`config.mk`:
```
export PLATFORM = sky130hd
export DESIGN_NAME = sysid_verify_ctrl
export DESIGN_NICKNAME = d
export VERILOG_FILES = /design/src/rtl/sysid_ctrl_pkg.sv /design/src/rtl/sysid_verify_ctrl_wait_timer.sv /design/src/rtl/sysid_verify_ctrl.sv
export SDC_FILE = /design/constraint.sdc
export NUM_CORES = 1
export LEC_CHECK = 0
export CORE_MARGIN = 2
export CORE_UTILIZATION = 50
export DETAILED_ROUTE_END_ITERATION = 10
export DONT_BUFFER_PORTS = 1
export HOLD_SLACK_MARGIN = 0.03
export PLACE_DENSITY = 0.63
export SKIP_LAST_GASP = 1
export SYNTH_ARGS = -nofsm -noshare
export SYNTH_HDL_FRONTEND = slang
export SYNTH_HIERARCHICAL = 1
export SYNTH_SLANG_ARGS = --single-unit
```
`constraint.sdc`:
```
create_clock -name clock -period 2.85 [get_ports clock]
set_input_delay 0.7125 -clock clock [delete_from_list [all_inputs] [get_ports clock]]
set_output_delay 0.7125 -clock clock [all_outputs]
set_load 0.05 [all_outputs]
```
`src/rtl/sysid_ctrl_pkg.sv`:
```
// Shared types and constants for the sysid boot checker: FSM state encoding,
// Avalon word addresses, default expected words and the sticky status bundle.
package sysid_ctrl_pkg;

    typedef enum logic [1:0] {
        IDLE,
        RD_ID,
        RD_TS,
        CMP
    } sysid_state_e;

    localparam logic SYSID_ADDR_ID = 1'b0;
    localparam logic SYSID_ADDR_TS = 1'b1;

    localparam logic [31:0] SYSID_EXP_ID_DEFAULT = 32'd0;
    localparam logic [31:0] SYSID_EXP_TS_DEFAULT = 32'd1493910150;

    typedef struct packed {
        logic done;
        logic match;
        logic id_ok;
        logic ts_ok;
        logic timeout_err;
    } sysid_flags_t;

endpackage

```
`src/rtl/sysid_verify_ctrl_wait_timer.sv`:
```
// Saturating count of consecutive waitrequest cycles for the current read;
// expired is high once TIMEOUT-1 stalls have been seen. Shared by both read states.
module sysid_wait_timer #(
    parameter int unsigned TIMEOUT = 16
) (
    input  logic clock,
    input  logic reset_n,
    input  logic i_clear,
    input  logic i_enable,
    output logic o_expired
);

    localparam int unsigned CW = (TIMEOUT > 1) ? $clog2(TIMEOUT) : 1;
    localparam logic [CW-1:0] LAST = CW'(TIMEOUT - 1);

    logic [CW-1:0] r_count;

    always_ff @(posedge clock) begin
        if (!reset_n) begin
            r_count <= '0;
        end else if (i_clear) begin
            r_count <= '0;
        end else if (i_enable && (r_count != LAST)) begin
            r_count <= r_count + 1'b1;
        end
    end

    assign o_expired = (r_count == LAST);

endmodule

```
`src/rtl/sysid_verify_ctrl.sv`:
```
// Boot-time sysid checker: reads the ID word (addr 0) then the timestamp (addr 1)
// as an Avalon-MM master and posts sticky status. Optional macro SYSID_PERIODIC_EN.
module sysid_verify_ctrl
    import sysid_ctrl_pkg::*;
#(
    parameter logic [31:0] EXP_ID  = SYSID_EXP_ID_DEFAULT,
    parameter logic [31:0] EXP_TS  = SYSID_EXP_TS_DEFAULT,
    parameter int unsigned TIMEOUT = 16,
    parameter int unsigned PERIOD  = 1024
) (
    input  logic        clock,
    input  logic        reset_n,
    input  logic        start,
    output logic        avm_address,
    output logic        avm_read,
    input  logic        avm_waitrequest,
    input  logic [31:0] avm_readdata,
    output logic        busy,
    output logic        done,
    output logic        match,
    output logic        id_ok,
    output logic        ts_ok,
    output logic        timeout_err,
    output logic [31:0] id_value,
    output logic [31:0] ts_value
);

    sysid_state_e r_state, w_state_nxt;
    logic         r_avm_read, w_read_nxt;
    logic         r_avm_address, w_addr_nxt;
    logic         r_busy, w_busy_nxt;
    sysid_flags_t r_flags, w_flags_nxt;
    logic [31:0]  r_id_value, w_id_nxt;
    logic [31:0]  r_ts_value, w_ts_nxt;

    logic w_reading;
    logic w_accept;
    logic w_launch;
    logic w_expired;

    assign w_reading = (r_state == RD_ID) || (r_state == RD_TS);
    assign w_accept  = w_reading && !avm_waitrequest;

`ifdef SYSID_PERIODIC_EN
    localparam int unsigned PW = (PERIOD > 1) ? $clog2(PERIOD) : 1;

    logic [PW-1:0] r_period_cnt;
    logic          w_period_fire;

    // Only counts while idle with a completed result on display.
    assign w_period_fire = (r_state == IDLE) && r_flags.done &&
                           (r_period_cnt == PW'(PERIOD - 1));
    assign w_launch      = (r_state == IDLE) && (start || w_period_fire);

    always_ff @(posedge clock) begin
        if (!reset_n) begin
            r_period_cnt <= '0;
        end else if (w_launch) begin
            r_period_cnt <= '0;
        end else if ((r_state == IDLE) && r_flags.done) begin
            r_period_cnt <= r_period_cnt + 1'b1;
        end
    end
`else
    assign w_launch = (r_state == IDLE) && start;
`endif

    sysid_wait_timer #(
        .TIMEOUT (TIMEOUT)
    ) u_wait_timer (
        .clock     (clock),
        .reset_n   (reset_n),
        .i_clear   (w_launch || w_accept),
        .i_enable  (w_reading && avm_waitrequest),
        .o_expired (w_expired)
    );

    always_comb begin
        // NOTE: every next-value signal starts from its held value so no path leaves one unassigned (no latch).
        w_state_nxt = r_state;
        w_read_nxt  = r_avm_read;
        w_addr_nxt  = r_avm_address;
        w_busy_nxt  = r_busy;
        w_flags_nxt = r_flags;
        w_id_nxt    = r_id_value;
        w_ts_nxt    = r_ts_value;

        case (r_state)
            IDLE: begin
                if (w_launch) begin
                    w_state_nxt = RD_ID;
                    w_read_nxt  = 1'b1;
                    w_addr_nxt  = SYSID_ADDR_ID;
                    w_busy_nxt  = 1'b1;
                    w_flags_nxt = '0;
                end
            end
            RD_ID, RD_TS: begin
                if (w_accept) begin
                    if (r_state == RD_ID) begin
                        w_id_nxt    = avm_readdata;
                        w_addr_nxt  = SYSID_ADDR_TS;
                        w_state_nxt = RD_TS;
                    end else begin
                        w_ts_nxt    = avm_readdata;
                        w_read_nxt  = 1'b0;
                        w_addr_nxt  = SYSID_ADDR_ID;
                        w_state_nxt = CMP;
                    end
                end else if (w_expired) begin
                    // Slave stalled too long: abandon the sequence, id_ok/ts_ok/match stay 0.
                    w_read_nxt              = 1'b0;
                    w_addr_nxt              = SYSID_ADDR_ID;
                    w_busy_nxt              = 1'b0;
                    w_flags_nxt.done        = 1'b1;
                    w_flags_nxt.timeout_err = 1'b1;
                    w_state_nxt             = IDLE;
                end
            end
            CMP: begin
                w_flags_nxt.id_ok = (r_id_value == EXP_ID);
                w_flags_nxt.ts_ok = (r_ts_value == EXP_TS);
                w_flags_nxt.match = (r_id_value == EXP_ID) && (r_ts_value == EXP_TS);
                w_flags_nxt.done  = 1'b1;
                w_busy_nxt        = 1'b0;
                w_state_nxt       = IDLE;
            end
            default: begin
                w_state_nxt = IDLE;
            end
        endcase
    end

    always_ff @(posedge clock) begin
        // NOTE: non-blocking so every register samples the pre-edge values; reset is checked on the edge.
        if (!reset_n) begin
            r_state       <= IDLE;
            r_avm_read    <= 1'b0;
            r_avm_address <= SYSID_ADDR_ID;
            r_busy        <= 1'b0;
            r_flags       <= '0;
            r_id_value    <= '0;
            r_ts_value    <= '0;
        end else begin
            r_state       <= w_state_nxt;
            r_avm_read    <= w_read_nxt;
            r_avm_address <= w_addr_nxt;
            r_busy        <= w_busy_nxt;
            r_flags       <= w_flags_nxt;
            r_id_value    <= w_id_nxt;
            r_ts_value    <= w_ts_nxt;
        end
    end

    assign avm_read    = r_avm_read;
    assign avm_address = r_avm_address;
    assign busy        = r_busy;
    assign done        = r_flags.done;
    assign match       = r_flags.match;
    assign id_ok       = r_flags.id_ok;
    assign ts_ok       = r_flags.ts_ok;
    assign timeout_err = r_flags.timeout_err;
    assign id_value    = r_id_value;
    assign ts_value    = r_ts_value;

endmodule

```
## Word level (Yosys, flattened, before mapping)

Index checks and enable logic that the tools add are counted.

| cells by class | value |
|---|---|
| equality and inequality tests | 11 |
| bitwise gates (word level) | 2 |
| add/subtract/negate cells | 1 |
| reduce and logical (&&, ||, !) cells | 22 |
| muxes and demuxes | 22 |

Operator list:

| kind | count |
|---|---|
| 32-bit by 31-bit equality test with 1-bit output (second input constant) | 1 |
| 32-bit zero test | 1 |
| 3-bit AND reduction | 4 |
| 1-bit two-way mux | 11 |
| 4-bit AND reduction | 2 |
| 2-bit two-way mux | 3 |
| 1-bit case mux with 2 select lines | 3 |
| 1-bit case mux with 3 select lines | 2 |
| 2-bit case mux with 3 select lines | 1 |
| 3-bit case mux with 2 select lines | 1 |
| 1-bit logical AND | 5 |
| 5-bit two-way mux | 1 |
| 4-bit by 1-bit adder with 4-bit output (second input constant) | 1 |
| 2-bit equality test (second input constant) | 2 |
| 4-bit equality test (second input constant) | 1 |
| 2-bit != test (second input constant) | 2 |
| 4-bit != test (second input constant) | 1 |
| 2-bit AND reduction | 2 |
| 2-bit nonzero test | 2 |
| 2-bit OR reduction | 2 |
| 3-bit by 2-bit != test with 1-bit output (second input constant) | 1 |
| 3-bit != test (second input constant) | 1 |
| 2-bit by 1-bit equality test with 1-bit output (second input constant) | 1 |
| 2-bit zero test | 1 |
| 4 further kinds | 6 |

| storage, ports and cells | value |
|---|---|
| output and inout port bits | 72 |
| register bits | 78 |
| input port bits | 36 |
| logic and storage cells | 70 |

## Logic depth before layout (Yosys ltp)

| depth | value |
|---|---|
| depth in word-level cells | 5 |
| mapped depth | 9 |
| gate-level depth less buffers | 6 |

## By module

The synthesis kept the hierarchy.

By module, submodules not included:

| module | times used | area each (sq um) | seq. area each (sq um) | cells an instance |
|---|---|---|---|---|
| sysid_verify_ctrl | 1 | 2,882.8 | 1,481.4 | 362 |
| sysid_wait_timer | 1 | 197.7 | 80.1 | 22 |

## Least setup slack after synthesis

OpenSTA, ideal clock, no wires.

| timing path | value |
|---|---|
| kind | reg-to-reg |
| from | reg r_state[0] |
| to | reg r_ts_value[0], in the netlist ts_value[0] |
| data arrival time | 1.560 ns |
| stages on the path, launching flop included | 10 |
| slack | 1.158 ns |
| path buffers | 3 |
| data required time | 2.718 ns |
| cell sequence | dfxtp_1 -> inv_1 -> ha_1 -> buf_2 -> and2b_1 -> and2_1 -> buf_2 -> buf_4 -> nand2_1 -> a21oi_1 |

| between the ends | value |
|---|---|
| cells in the longest elaborated chain, start to end | 4 |

Ends and longest elaborated chain:

| item | RTL line | RTL |
|---|---|---|
| from (decl) | sysid_verify_ctrl.sv:28 | `sysid_state_e r_state, w_state_nxt;` |
| from (signal assigned) | sysid_verify_ctrl.sv:145 | `r_state <= w_state_nxt;` |
| 2-bit by 1-bit equality test with 1-bit output or 2-bit equality test (tied branches) | sysid_verify_ctrl.sv:41, sysid_verify_ctrl.sv:88, sysid_verify_ctrl.sv:100 |  |
| 1-bit logical OR | sysid_verify_ctrl.sv:41 | `assign w_reading = (r_state == RD_ID) \|\| (r_state == RD_TS);` |
| 1-bit logical AND | sysid_verify_ctrl.sv:42 | `assign w_accept = w_reading && !avm_waitrequest;` |
| 3-bit AND reduction (no source line) * | -- |  |
| to (signal assigned) | sysid_verify_ctrl.sv:151 | `r_ts_value <= w_ts_nxt;` |
| to (decl) | sysid_verify_ctrl.sv:34 | `logic [31:0] r_ts_value, w_ts_nxt;` |

Every way passes the cells marked *; elsewhere a longest branch is shown, timed or not.
A chain may end at the register's enable or synchronous reset.

## Final worst setup path

| timing path | value |
|---|---|
| from | reg r_id_value[13], in the netlist id_value[13] |
| to | reg r_flags, in the netlist match |

| between the ends | value |
|---|---|
| cells in the longest elaborated chain, start to end | 3 |

Ends and longest elaborated chain:

| item | RTL line | RTL |
|---|---|---|
| from (decl) | sysid_verify_ctrl.sv:33 | `logic [31:0] r_id_value, w_id_nxt;` |
| from (signal assigned) | sysid_verify_ctrl.sv:150 | `r_id_value <= w_id_nxt;` |
| 32-bit zero test | sysid_verify_ctrl.sv:123 | `w_flags_nxt.match = (r_id_value == EXP_ID) && (r_ts_value == EXP_TS);` |
| 1-bit logical AND | sysid_verify_ctrl.sv:123 |  |
| 3-bit case mux with 2 select lines | sysid_verify_ctrl.sv:88 | `case (r_state)` |
| to (signal assigned) | sysid_verify_ctrl.sv:149 | `r_flags <= w_flags_nxt;` |
| to (decl) | sysid_verify_ctrl.sv:32 | `sysid_flags_t r_flags, w_flags_nxt;` |

Every way passes these cells.

==> reports/qor.txt <==
Via Count: 2600
Hold Vio Cnt, Final: 0
GR Util All Layers: 0.225
Slew headroom: 0.555
Pins Over Slew Limit: 0
# nets final: 420
Layout cells sized above 1: 0.0653
Clock sink total: 78
Syn_nets: 426
CP peak stage delay: 0.68 ns
Crit path depth: 4
CP arrival: 2.36 ns
DR pass1 iterations: 4
Period utilization: 0.729
DRT antenna net count: 0
Total grt overflow: 0
Antenna diode count: 0
Initial antenna violation count: 0
Port Buffer Count: 0
Status: completed
Achievable Freq: 0.482 GHz
VDD IR max: 0.464 mV
Synth top area share: 0.507
Placed Area: 3130 µm²
CP Data Required Time: 3.14 ns
Die Span X: 82.5 µm
Post_cts resized: 0
Most used DFF post-synth: dfxtp_1
RSZ-0062 raised after global routing: no
Fill cells: 580
CP Max Fanout: 3
Root Buffer: clkbuf_8
Synth top area cells: dfxtp_1 (51%), nand2_1 (16%), a21oi_1 (12%)
Area grow syn2layout: 7.76%
RR Startpoint: id_value[13]
Final setup violation count: 0
Final WL: 7600 µm
R2r setup slk: 0.77 ns
CTS tree: yes
DR WL/cell: 16.6 µm
Worst hold path type: primary input to flop
Dominant cell type by area after synthesis: dfxtp_1
Final min period: 2.08 ns
Post-Syn Area per Cell: 8.02 µm²
Mapped Area: 3080 µm²
Global-route wire length before repair: 11500 µm
Sum Neg Setup Slack: 0 ns
Worst clock skew: 0.0120 ns
Design area: 3320 µm²
Worst-Skew Late Latency: 0.35 ns
Worst Hold Launch: reset_n
Core Box Area: 5920 µm²
Cell Pwr Density: 795 nW/µm²
Die height: 82.5 µm
Worst r2r dst: match
Die Area: 6800 µm²
CTS H-tree depth: 3
Family with the most delay on the worst path: simple AND/OR/NAND/NOR gates
Gpl congestion: 0.772
Routed vias/inst: 5.68
Hold EP: id_ok
Largest net degree at the start of global routing: 42
Number of remaining DRC errors: 0
Endpoint class of the critical path: flop
CTS clk-pin slew, worst paths: 0.08 ns
CP dominant cell by count: nor4_1
I/O Pins: 108
Detailed placer's ending HPWL: 5480 µm
Worst Path Buf+Inv: 0
Post-CTS Setup Inserts: 0
Ys Warns: 6
Initial Util: 0.520
Crit-path slowest cell: nor4_1
Worst Max-Slew Pin Slew: 0.661 ns
DRT iter0 DRCs: 132
Commonest non-fill, non-tap cell in the layout: nand2_1
Netlist cell types: 38
Cells along the critical path: nor4_1 -> nand4_1 -> nor4_1 -> a32o_1
Clk buf depth: 2
Post-CTS Hold Fix Bufs: 0
CP Launch Type: flop
FFs w/ async S/R, synth: 0
Max-Cap Viols: 0
Commonest non-fill, non-tap cells in the layout: nand2_1 (135), dfxtp_1 (78), a21oi_1 (73)
Vias in the first global route: 2477
R2r worst-path depth: 4
CP Class: flop to flop
Worst hold stages: 1
Syn Inst Count: 384
Leakage: 1.14 nW
FF+latch count, synth: 78
Cell Rows: 28
Sequential fraction of the synthesis area: 0.507
Number of synthesized flops with an enable pin: 0
Num CTS Buffers: 9
[cell families after synthesis]
logic type	share of synthesized area
AND/OR/NAND/NOR	0.268
buffers and inverters	0.0426
multiplexers	0.0162
flip-flops	0.507
AO/OA/AOI/OAI	0.142
adder cells (fa/ha/maj)	0.0244
[how the worst max path moves through the flow]
stage	endpoint	startpoint	slack, ns
2_1_floorplan	ts_value[0]	r_state[0]	1.16
3_3_place_gp	id_ok	id_value[13]	0.77
3_5_place_dp	match	id_value[13]	0.74
4_1_cts	match	id_value[13]	0.72
5_1_grt	match	id_value[13]	0.59
6_report	match	id_value[13]	0.77
[power by group]
group | internal (mW) | switching (mW) | leakage [nW] | total [mW]
Combinational | 0.155 | 0.244 | 0.417 | 0.399
Clock | 0.362 | 0.400 | 0.0913 | 0.762
Sequential | 1.17 | 0.312 | 0.632 | 1.48
Total | 1.69 | 0.956 | 1.14 | 2.64
[synth_stat cells (all sizes together), types with 4 or more instances]
library cell,count
nand2,135
dfxtp,78
a21oi,73
clkbuf,13
buf,10
nor4,10
ha,6
o21ai,6
mux2i,5
nor2,5
inv,4
nand4,4
[per-stage QoR]
step,setup slack [ns],instances,util,hold slack (ns),power (mW)
floorplan,1.16,384,-,0.467,1.80
global placement,0.774,442,0.529,0.485,1.90
detailed placement,0.736,442,0.529,0.507,1.91
CTS,0.719,458,0.561,0.473,2.66
global route,0.595,458,0.561,0.465,2.77
finish,0.774,458,0.561,0.488,2.64
[metal layers]
metal,GRT usage,vias up,wire (µm)
met1,0.269,1220,3140
met5,0,-,0
met3,0.0870,11,731
met4,0.0934,0,148
met2,0.361,89,3580
li1,-,1280,-
[flip-flops by register name, summed over array words and instances, names as in the netlist, 2 cells and up]
signal	flops
id_value	32
ts_value	32
u_wait_timer/r_count	4
r_state	2
[area by class of cell]
cell class                      instances  area, µm²  area share
Sequential cell                        78       1560       0.470
Multi-Input combinational cell        278       1390       0.419
Clock buffer                           11        151      0.0456
Tap cell                               75       93.8      0.0283
Timing Repair Buffer                    6       70.1      0.0211
Clock inverter                          5       33.8      0.0102
Inverter                                5       18.8     0.00565
Note: power is estimated with default switching activity, not from simulation.
